## config.mk

```make
export PLATFORM = sky130hd
export DESIGN_NAME = dmem_port_arbiter
export DESIGN_NICKNAME = d
export VERILOG_FILES = /design/src/rtl/dmem_port_arbiter.sv
export SDC_FILE = /design/constraint.sdc
export NUM_CORES = 1
export LEC_CHECK = 0
export ABC_AREA = 1
export CORE_ASPECT_RATIO = 0.5
export CORE_UTILIZATION = 40
export CTS_BUF_LIST = sky130_fd_sc_hd__clkbuf_16
export DETAILED_ROUTE_END_ITERATION = 7
export PLACE_DENSITY = 0.91
export SYNTH_ARGS = -nofsm -noshare
export SYNTH_HDL_FRONTEND = slang
export SYNTH_SLANG_ARGS = --single-unit
```

## constraint.sdc

```tcl
create_clock -name clk -period 1.9 [get_ports clk]
set_input_delay 0.285 -clock clk [delete_from_list [all_inputs] [get_ports clk]]
set_output_delay 0.285 -clock clk [all_outputs]
set_load 0.01 [all_outputs]
```

## src/rtl/dmem_port_arbiter.sv

```systemverilog
// Two-port req/ack arbiter sharing one single-ported data memory with a fixed read latency.
// Define DMEM_ARB_ROUND_ROBIN_EN for round-robin arbitration; otherwise port 0 has fixed priority.
module dmem_port_arbiter #(
  parameter int ADDR_W     = 8,
  parameter int RD_LATENCY = 1
) (
  input  logic              clk,
  input  logic              reset,
  input  logic              req0,
  input  logic              req1,
  input  logic              we0,
  input  logic              we1,
  input  logic [31:0]       addr0,
  input  logic [31:0]       addr1,
  input  logic [31:0]       wdata0,
  input  logic [31:0]       wdata1,
  output logic              ack0,
  output logic              ack1,
  output logic [31:0]       rdata0,
  output logic [31:0]       rdata1,
  output logic              busy,
  output logic [ADDR_W-1:0] mem_addr,
  output logic              mem_read_en,
  output logic              mem_write_en,
  output logic [31:0]       mem_write_val,
  input  logic [31:0]       mem_read_val
);

  if (RD_LATENCY < 1 || RD_LATENCY > 15) begin : g_bad_latency
    $error("dmem_port_arbiter: RD_LATENCY must be in 1..15");
  end
  if (ADDR_W < 1 || ADDR_W > 29) begin : g_bad_addr_w
    $error("dmem_port_arbiter: ADDR_W must be in 1..29");
  end

  typedef enum logic [1:0] {
    S_IDLE,
    S_ISSUE,
    S_WAIT,
    S_DONE
  } state_t;

  state_t state;
  state_t state_nxt;

  logic [3:0]        wait_cnt;
  logic              wait_last;
  logic              gnt_port;
  logic              gnt_we;
  logic              grant;
  logic              sel_port;
  logic              sel_we;
  logic [ADDR_W-1:0] sel_maddr;
  logic [31:0]       sel_wdata;

  // Byte offset and bits above the memory's word range never reach the memory.
  logic unused_addr_bits;
  assign unused_addr_bits = ^{addr0[31:ADDR_W+2], addr0[1:0], addr1[31:ADDR_W+2], addr1[1:0]};

  assign grant     = (state == S_IDLE) && (req0 || req1);
  assign wait_last = (wait_cnt == 4'd0);

`ifdef DMEM_ARB_ROUND_ROBIN_EN
  // last_port = port granted most recently; on contention the other port wins.
  logic last_port;

  always_comb begin
    if (req0 && req1) sel_port = ~last_port;
    else              sel_port = ~req0;
  end

  always_ff @(posedge clk) begin
    if (reset)      last_port <= 1'b1;
    else if (grant) last_port <= sel_port;
  end
`else
  always_comb sel_port = ~req0;
`endif

  assign sel_we    = sel_port ? we1 : we0;
  assign sel_maddr = sel_port ? addr1[ADDR_W+1:2] : addr0[ADDR_W+1:2];
  assign sel_wdata = sel_port ? wdata1 : wdata0;

  // NOTE: sequential state uses non-blocking assignments so every register samples pre-edge values.
  always_ff @(posedge clk) begin
    if (reset) state <= S_IDLE;
    else       state <= state_nxt;
  end

  // NOTE: always_comb assigns a default first so no path leaves state_nxt unassigned (no latch).
  always_comb begin
    state_nxt = state;
    case (state)
      S_IDLE:  if (req0 || req1) state_nxt = S_ISSUE;
      S_ISSUE: state_nxt = gnt_we ? S_DONE : S_WAIT;
      S_WAIT:  if (wait_last) state_nxt = S_DONE;
      S_DONE:  state_nxt = S_IDLE;
      default: state_nxt = S_IDLE;
    endcase
  end

  // NOTE: datapath registers are reset too, because every output must read 0 after reset.
  always_ff @(posedge clk) begin
    if (reset) begin
      gnt_port      <= 1'b0;
      gnt_we        <= 1'b0;
      wait_cnt      <= 4'd0;
      mem_addr      <= '0;
      mem_write_val <= '0;
      rdata0        <= '0;
      rdata1        <= '0;
    end else begin
      // mem_addr / mem_write_val load at grant so they appear in ISSUE and hold until the next one.
      if (grant) begin
        gnt_port <= sel_port;
        gnt_we   <= sel_we;
        mem_addr <= sel_maddr;
        if (sel_we) mem_write_val <= sel_wdata;
      end
      if (state == S_ISSUE)                wait_cnt <= 4'(RD_LATENCY - 1);
      else if (state == S_WAIT && !wait_last) wait_cnt <= wait_cnt - 4'd1;
      if (state == S_WAIT && wait_last) begin
        if (gnt_port) rdata1 <= mem_read_val;
        else          rdata0 <= mem_read_val;
      end
    end
  end

  always_comb begin
    mem_read_en  = (state == S_ISSUE) && !gnt_we;
    mem_write_en = (state == S_ISSUE) &&  gnt_we;
    ack0         = (state == S_DONE)  && !gnt_port;
    ack1         = (state == S_DONE)  &&  gnt_port;
    busy         = (state != S_IDLE);
  end

endmodule
```

==> out/qor.yml, run 1 <==
tritoncts_num_sinks: 112
p_per_area_nw_per_um2: 1060
wl_met1_um: 5760
criticalPathCategory: "reg -> out"
post_synth_instance_area_sq_um: 5220
placedInstanceArea_sq_um: 7640
detail_route.iter0.violations: 288
end_kind: "output port"
numCtsBuffers: 9
critical_path.slowest_cell: "sky130_fd_sc_hd__dfxtp_2"
setup-violations-final: 0
deepest_clock_path_buffer_count: 2
net_total_in_the_final_layout: 1228
worst_ep_required_time_ns: 1.62
hold_class: "reg -> reg"
dieHeight_um: 82.8
most_used_cell_along_the_critical_path: "sky130_fd_sc_hd__inv_1"
report.final.hold_viol_count: 0
floorplan.initialDensity: 0.411
clock_latency_ns: 0.34
pin_count: 275
grt_max_degree: 65
worstMarginPinSlew_ns: 0.335
htree_levels: 3
via_count_of_the_first_global_routing_pass: 5082
dr.pass1.iters: 4
max_clock_freq_mhz: 573
diodes: 0
finalCritPeriodShare: 0.919
post-layout-total-power_mw: 8.36
detail_route.vias_per_cell: 4.37
gp_congestion: 0.795
wl_met2_um: 7090
post-route-drc-count: 0
cp_cell_sequence: "inv_1, ha_1, inv_1, dlygate4sd2_1"
multiInputGateArea_sq_um: 2330
crit_path_max_fanout: 6
clock_tree_from_tritoncts: "built"
dr.max_layer_used: "met4"
relSlewSlack: 0.777
grt_first_pass_wirelength_um: 23200
antenna_violations_before_repair: 0
drive_gt1_frac: 0.0330
cts.reportedPaths.clkPinSlew_ns: 0.07
hpwlAfterDp_um: 10400
post_synthesis_cells: 848
detail-route-antenna-nets: 0
vdd_drop_max_v: 0.000499
synth_seq_area_share: 0.429
synth-seq-cells: 112
ys_warn_count: 0
grt_use_total: 0.211
postSynthNetCount: 1020
syn_area_per_cell_sq_um: 6.16
horizontal_die_dimension_um: 164
cts_root_buffer: "sky130_fd_sc_hd__clkbuf_16"
cts.hold.buffers_added: 0
ys_types: 21
flow.area_growth_from_synthesis_pct: 51.6
overall_overflow_remaining_after_global_route: 0
worstPathArrival_ns: 1.46
unrepaired_setup_endpoints_after_global_routing: "no"
final_critical_path_required_period_ns: 1.75
final-seq-area_sq_um: 2240
detail_route.wl_per_cell_um: 11.5
timing.clock.skew_ns: 0.00804
tns_ns: 0
met3RoutedLength_um: 710
design_area_sq_um: 7920
slew_viol_final: 0
finalWirelength_um: 14100
nFillCells: 1087
run_status: "completed"
cp_slowest_stage_delay_ns: 0.36
core-area_sq_um: 12700
post_layout_nonfiller_instances: 1231
fp.dieArea_sq_um: 13500
portBuffers: 226
placement_rows: 29
power.static_leakage_nw: 4.01
numPlacedInstances: 1215
timing.max_cap.violations: 0
route.vias.total: 5378
crit_path_start_kind: "register"
[cell usage in the layout (no fill, tap or decap)]
master and instances:
sky130_fd_sc_hd__nand2_1 329, sky130_fd_sc_hd__dfxtp_2 2, sky130_fd_sc_hd__nand3b_1 1, sky130_fd_sc_hd__inv_6 2, sky130_fd_sc_hd__dlygate4sd2_1 4, sky130_fd_sc_hd__dlymetal6s2s_1 1
sky130_fd_sc_hd__a21oi_1 4, sky130_fd_sc_hd__dfxtp_1 110, sky130_fd_sc_hd__inv_2 1, sky130_fd_sc_hd__clkinv_2 1, sky130_fd_sc_hd__ha_2 1, sky130_fd_sc_hd__clkdlybuf4s50_1 221
sky130_fd_sc_hd__nand4_4 2, sky130_fd_sc_hd__inv_1 110, sky130_fd_sc_hd__nor2_1 224, sky130_fd_sc_hd__o21ai_0 11, sky130_fd_sc_hd__clkbuf_16 9, sky130_fd_sc_hd__a21oi_4 1
sky130_fd_sc_hd__nand2_2 1, sky130_fd_sc_hd__a31oi_1 1, sky130_fd_sc_hd__clkinvlp_4 3, sky130_fd_sc_hd__ha_1 5, sky130_fd_sc_hd__buf_12 7, sky130_fd_sc_hd__inv_8 1
sky130_fd_sc_hd__clkinv_1 1, sky130_fd_sc_hd__buf_4 4, sky130_fd_sc_hd__nand4_1 2, sky130_fd_sc_hd__nand3_1 2
[sequential cells by signal, summed over array words and instances, names as in the netlist]
| signal | count |
|---|---|
| gnt_port | 1 |
| gnt_we | 1 |
| mem_addr | 8 |
| mem_write_val | 32 |
| rdata0 | 32 |
| rdata1 | 32 |
| state | 2 |
| wait_cnt | 4 |
[cell usage after synthesis]
library cell | n | share of area
sky130_fd_sc_hd__clkbuf_1 | 18 | 0.013
sky130_fd_sc_hd__a21oi_1 | 4 | 0.0038
sky130_fd_sc_hd__o21ai_0 | 11 | 0.011
sky130_fd_sc_hd__a21oi_4 | 1 | 0.0031
sky130_fd_sc_hd__inv_2 | 2 | 0.0014
sky130_fd_sc_hd__nand3b_1 | 1 | 0.0014
sky130_fd_sc_hd__nand4_1 | 2 | 0.0024
sky130_fd_sc_hd__buf_1 | 2 | 0.0014
sky130_fd_sc_hd__buf_6 | 9 | 0.019
sky130_fd_sc_hd__inv_1 | 109 | 0.078
sky130_fd_sc_hd__clkinv_1 | 1 | 0.00072
sky130_fd_sc_hd__buf_2 | 10 | 0.0096
sky130_fd_sc_hd__dfxtp_1 | 112 | 0.43
sky130_fd_sc_hd__nand3_1 | 2 | 0.0019
sky130_fd_sc_hd__buf_4 | 1 | 0.0014
sky130_fd_sc_hd__nand2_1 | 329 | 0.24
sky130_fd_sc_hd__a31oi_1 | 1 | 0.0012
sky130_fd_sc_hd__ha_1 | 6 | 0.014
sky130_fd_sc_hd__nor2_1 | 224 | 0.16
sky130_fd_sc_hd__nand4_4 | 2 | 0.0081
sky130_fd_sc_hd__nand2_2 | 1 | 0.0012
[where the power goes]
group          internal [mW]  switching (mW)
Clock                  0.905           0.894
Combinational           1.68            1.73
Sequential              2.87           0.281
Total                   5.46            2.90
[stage by stage]
stage	utilization	setup slack [ns]	hold WS, ns
detailed placement	0.601	0.00470	0.479
global placement	0.601	0.0607	0.466
CTS	0.623	0.0141	0.490
floorplan	-	0.379	0.354
global route	0.624	0.0318	0.511
finish	0.624	0.155	0.492
[layout make-up]
type	instances	share of cell area
Sequential cell	112	0.283
Timing Repair Buffer	237	0.307
Inverter	112	0.0532
Clock buffer	9	0.0284
Tap cell	170	0.0269
Multi-Input combinational cell	584	0.294
Clock inverter	7	0.00695
[cell families after synthesis]
group	synth area share
fa+ha+maj	0.0144
flops	0.429
buf+inv	0.125
simple gates	0.412
compound gates	0.0187
[routing by layer]
metal  vias to the layer above  global-route usage
li1                       2854                   -
met1                      2332               0.230
met2                       150               0.392
met3                        42              0.0475
met4                         0              0.0859
met5                         -                   0
[worst max-delay path, delay by kind of cell, from the launching register on]
kind | cells | cell delay, ns
adder cells (fa/ha/maj) | 1 | 0.23
flip-flops | 1 | 0.36
buffers and inverters | 3 | 0.53
[final timing paths]
path | from | end | slack, ns | depth (start not counted)
max | state[0]$_SDFFE_PP0P_ | busy | 0.15 | 4
min | gnt_we$_SDFFE_PP0P_ | gnt_we$_SDFFE_PP0P_ | 0.49 | 2
max reg2reg | state[0]$_SDFFE_PP0P_ | rdata0[5]$_SDFFE_PP0P_ | 0.18 | 7
min reg2reg | gnt_we$_SDFFE_PP0P_ | gnt_we$_SDFFE_PP0P_ | 0.49 | 2
[timing repair]
action / CTS / global route
endpoints found under the setup margin: 4 / 1
pin swaps: 0 / 0
buffers inserted: 0 / 0
gates resized for setup: 5 / 3
gates cloned: 0 / 0
Note: power is estimated with default switching activity, not from simulation.
==> run 2: changes to the inputs <==
Settings changed: DONT_BUFFER_PORTS set to 1, PLACE_DENSITY 0.91 to 0.64.
==> out/qor.yml, run 2 (synthesis gave the netlist of run 1 again) <==
run_status: "completed"  # unchanged
tns_ns: 0  # unchanged
worstMarginPinSlew_ns: 0.457  # was 0.335 ns
detail_route.vias_per_cell: 4.45  # was 4.37
htree_levels: 3  # unchanged
largestRegisters: "mem_write_val (32), rdata0 (32), rdata1 (32)"  # unchanged
detail_route.wl_per_cell_um: 11.4  # was 11.5 um
most_frequent_cells_in_the_layout: "329 x sky130_fd_sc_hd__nand2_1, 224 x sky130_fd_sc_hd__nor2_1, 112 x sky130_fd_sc_hd__dfxtp_1, 110 x sky130_fd_sc_hd__inv_1, 11 x sky130_fd_sc_hd__o21ai_0"  # was 329 x sky130_fd_sc_hd__nand2_1, 224 x sky130_fd_sc_hd__nor2_1, 221 x sky130_fd_sc_hd__clkdlybuf4s50_1, 110 x sky130_fd_sc_hd__inv_1, 110 x sky130_fd_sc_hd__dfxtp_1
crit_path_start_kind: "register"  # unchanged
drive_gt1_frac: 0.0372  # was 0.0330
report.final.hold_viol_count: 0  # unchanged
cp_slowest_stage_delay_ns: 0.33  # was 0.36 ns
relSlewSlack: 0.695  # was 0.777
core-area_sq_um: 12700  # unchanged
grt_use_total: 0.171  # was 0.211
worstPathArrival_ns: 1.88  # was 1.46 ns
flow.area_growth_from_synthesis_pct: 7.90  # was 51.6%
timing.rr.start: "state[0]$_SDFFE_PP0P_"  # unchanged
worst_slack_ns: 0.258  # was 0.155 ns
detail-route-antenna-nets: 0  # unchanged
p_per_area_nw_per_um2: 1280  # was 1060 nW/um^2
gr-usage-met1: 0.193  # was 0.230
critical_path.slowest_cell: "sky130_fd_sc_hd__dfxtp_1"  # was sky130_fd_sc_hd__dfxtp_2
power.static_leakage_nw: 3.14  # was 4.01 nW
net_total_in_the_final_layout: 1001  # was 1228
top_cell_family_by_delay_on_the_critical_path: "buffers and inverters"  # unchanged
deepest_clock_path_buffer_count: 2  # unchanged
timing.max_cap.violations: 0  # unchanged
dieHeight_um: 82.8  # unchanged
end_kind: "register"  # was output port
hpwlAfterDp_um: 7780  # was 10400 um
floorplan.initialDensity: 0.411  # unchanged
critPathBufInv: 3  # unchanged
diodes: 0  # unchanged
tritoncts_num_sinks: 112  # unchanged
clock_tree_from_tritoncts: "built"  # unchanged
detail_route.iter0.violations: 228  # was 288
max_clock_freq_mhz: 609  # was 573 MHz
worst_setup_path_startpoint: "state[0]$_SDFFE_PP0P_"  # unchanged
crit_path_max_fanout: 57  # was 6
placement_rows: 29  # unchanged
finalCritPeriodShare: 0.864  # was 0.919
cts_root_buffer: "sky130_fd_sc_hd__clkbuf_16"  # unchanged
grt_first_pass_wirelength_um: 18800  # was 23200 um
final.hold.worst_slack_ns: 0.0738  # was 0.492 ns
hold_class: "in -> reg"  # was reg -> reg
post-route-drc-count: 0  # unchanged
worst_ep_required_time_ns: 2.14  # was 1.62 ns
final_critical_path_required_period_ns: 1.64  # was 1.75 ns
met2_usage: 0.295  # was 0.392
via_count_of_the_first_global_routing_pass: 4062  # was 5082
setup-violations-final: 0  # unchanged
antenna_violations_before_repair: 0  # unchanged
clock_latency_ns: 0.34  # about the same
post-layout-total-power_mw: 7.20  # was 8.36 mW
fp.dieArea_sq_um: 13500  # unchanged
slew_viol_final: 0  # unchanged
numCtsBuffers: 9  # unchanged
overall_overflow_remaining_after_global_route: 0  # unchanged
pin_count: 275  # unchanged
gp_congestion: 0.761  # was 0.795
final_core_utilization: 0.444  # was 0.624
criticalPathCategory: "reg -> reg"  # was reg -> out
most_common_cell_after_layout_fill_and_taps_aside: "sky130_fd_sc_hd__nand2_1"  # unchanged
busiest_layer: "met2"  # unchanged
horizontal_die_dimension_um: 164  # unchanged
cp_cell_sequence: "inv_1, ha_1, inv_1, a21oi_4, nand2_2, buf_12, nor2_1, nor2_1"  # was inv_1, ha_1, inv_1, dlygate4sd2_1
finalWirelength_um: 11500  # was 14100 um
timing.clock.skew_ns: 0.00684  # was 0.00804 ns
portBuffers: 0  # was 226
grt_max_degree: 108  # was 65
route.vias.total: 4463  # was 5378
unrepaired_setup_endpoints_after_global_routing: "no"  # unchanged
dr.pass1.iters: 4  # unchanged
global_route.usage.met3: 0.0629  # was 0.0475
min_from: "mem_read_val[18]"  # was gnt_we$_SDFFE_PP0P_
placement.setup.worst_slack_ns: 0.0778  # was 0.00470 ns
cts.reportedPaths.clkPinSlew_ns: 0.08  # was 0.07 ns
vdd_drop_max_v: 0.000466  # was 0.000499 V
run 2: final timing paths:
path / end / slack, ns / depth (start not counted)
worst max-delay path: mem_write_val[19]$_SDFFE_PP0P_ / 0.26 / 8
worst min-delay path: rdata0[18]$_SDFFE_PP0P_ / 0.07 / 2
worst max register to register: mem_write_val[19]$_SDFFE_PP0P_ / 0.26 / 8
worst min register to register: gnt_we$_SDFFE_PP0P_ / 0.48 / 2
run 2: repair_timing:
item                                    4_1_cts  5_1_grt
setup buffers                                 0        2
endpoints found under the hold margin         1        0
hold buffers                                  1        0
endpoints found under the setup margin        0       13
resized for setup                             0        1
run 2: power breakdown:
part           switching, mW  total, mW  internal (mW)  leakage [nW]
logic                   1.15       1.80          0.650          2.07
registers              0.605       3.48           2.87         0.915
clock network          0.880       1.92           1.04         0.152
total                   2.64       7.20           4.56          3.14
run 2: metrics by stage:
stage | cell area [sq um] | std cells
after CTS | 5620 | 1002
after global routing | 5640 | 1004
after floorplan | 5220 | 848
final | 5640 | 1004
after detailed placement | 5310 | 985
after global placement | 5310 | 985
run 2: area by class of cell:
| class | instances | area, sq um |
|---|---|---|
| inverter | 112 | 424 |
| fill | 1341 | 7060 |
| clock buffer | 9 | 225 |
| sequential | 112 | 2240 |
| clock inverter | 7 | 77.6 |
| multi-input combinational | 584 | 2330 |
| tap | 170 | 213 |
| timing repair buffer | 10 | 128 |
run 2: routing by layer:
| layer | up-vias | routed length [um] | part of all wire |
|---|---|---|---|
| met5 | - | 0 | 0 |
| met4 | 0 | 233 | 0.020 |
| met3 | 21 | 1000 | 0.088 |
| met2 | 138 | 5260 | 0.46 |
| met1 | 1902 | 4950 | 0.43 |
| li1 | 2402 | - | - |
run 2: worst reg2reg max path: cells and delay by family (launching register included):
| kind | cells | cell delay, ns |
|---|---|---|
| compound gates | 1 | 0.23 |
| fa+ha+maj | 1 | 0.19 |
| buf+inv | 3 | 0.47 |
| flops | 1 | 0.33 |
| simple gates | 3 | 0.31 |
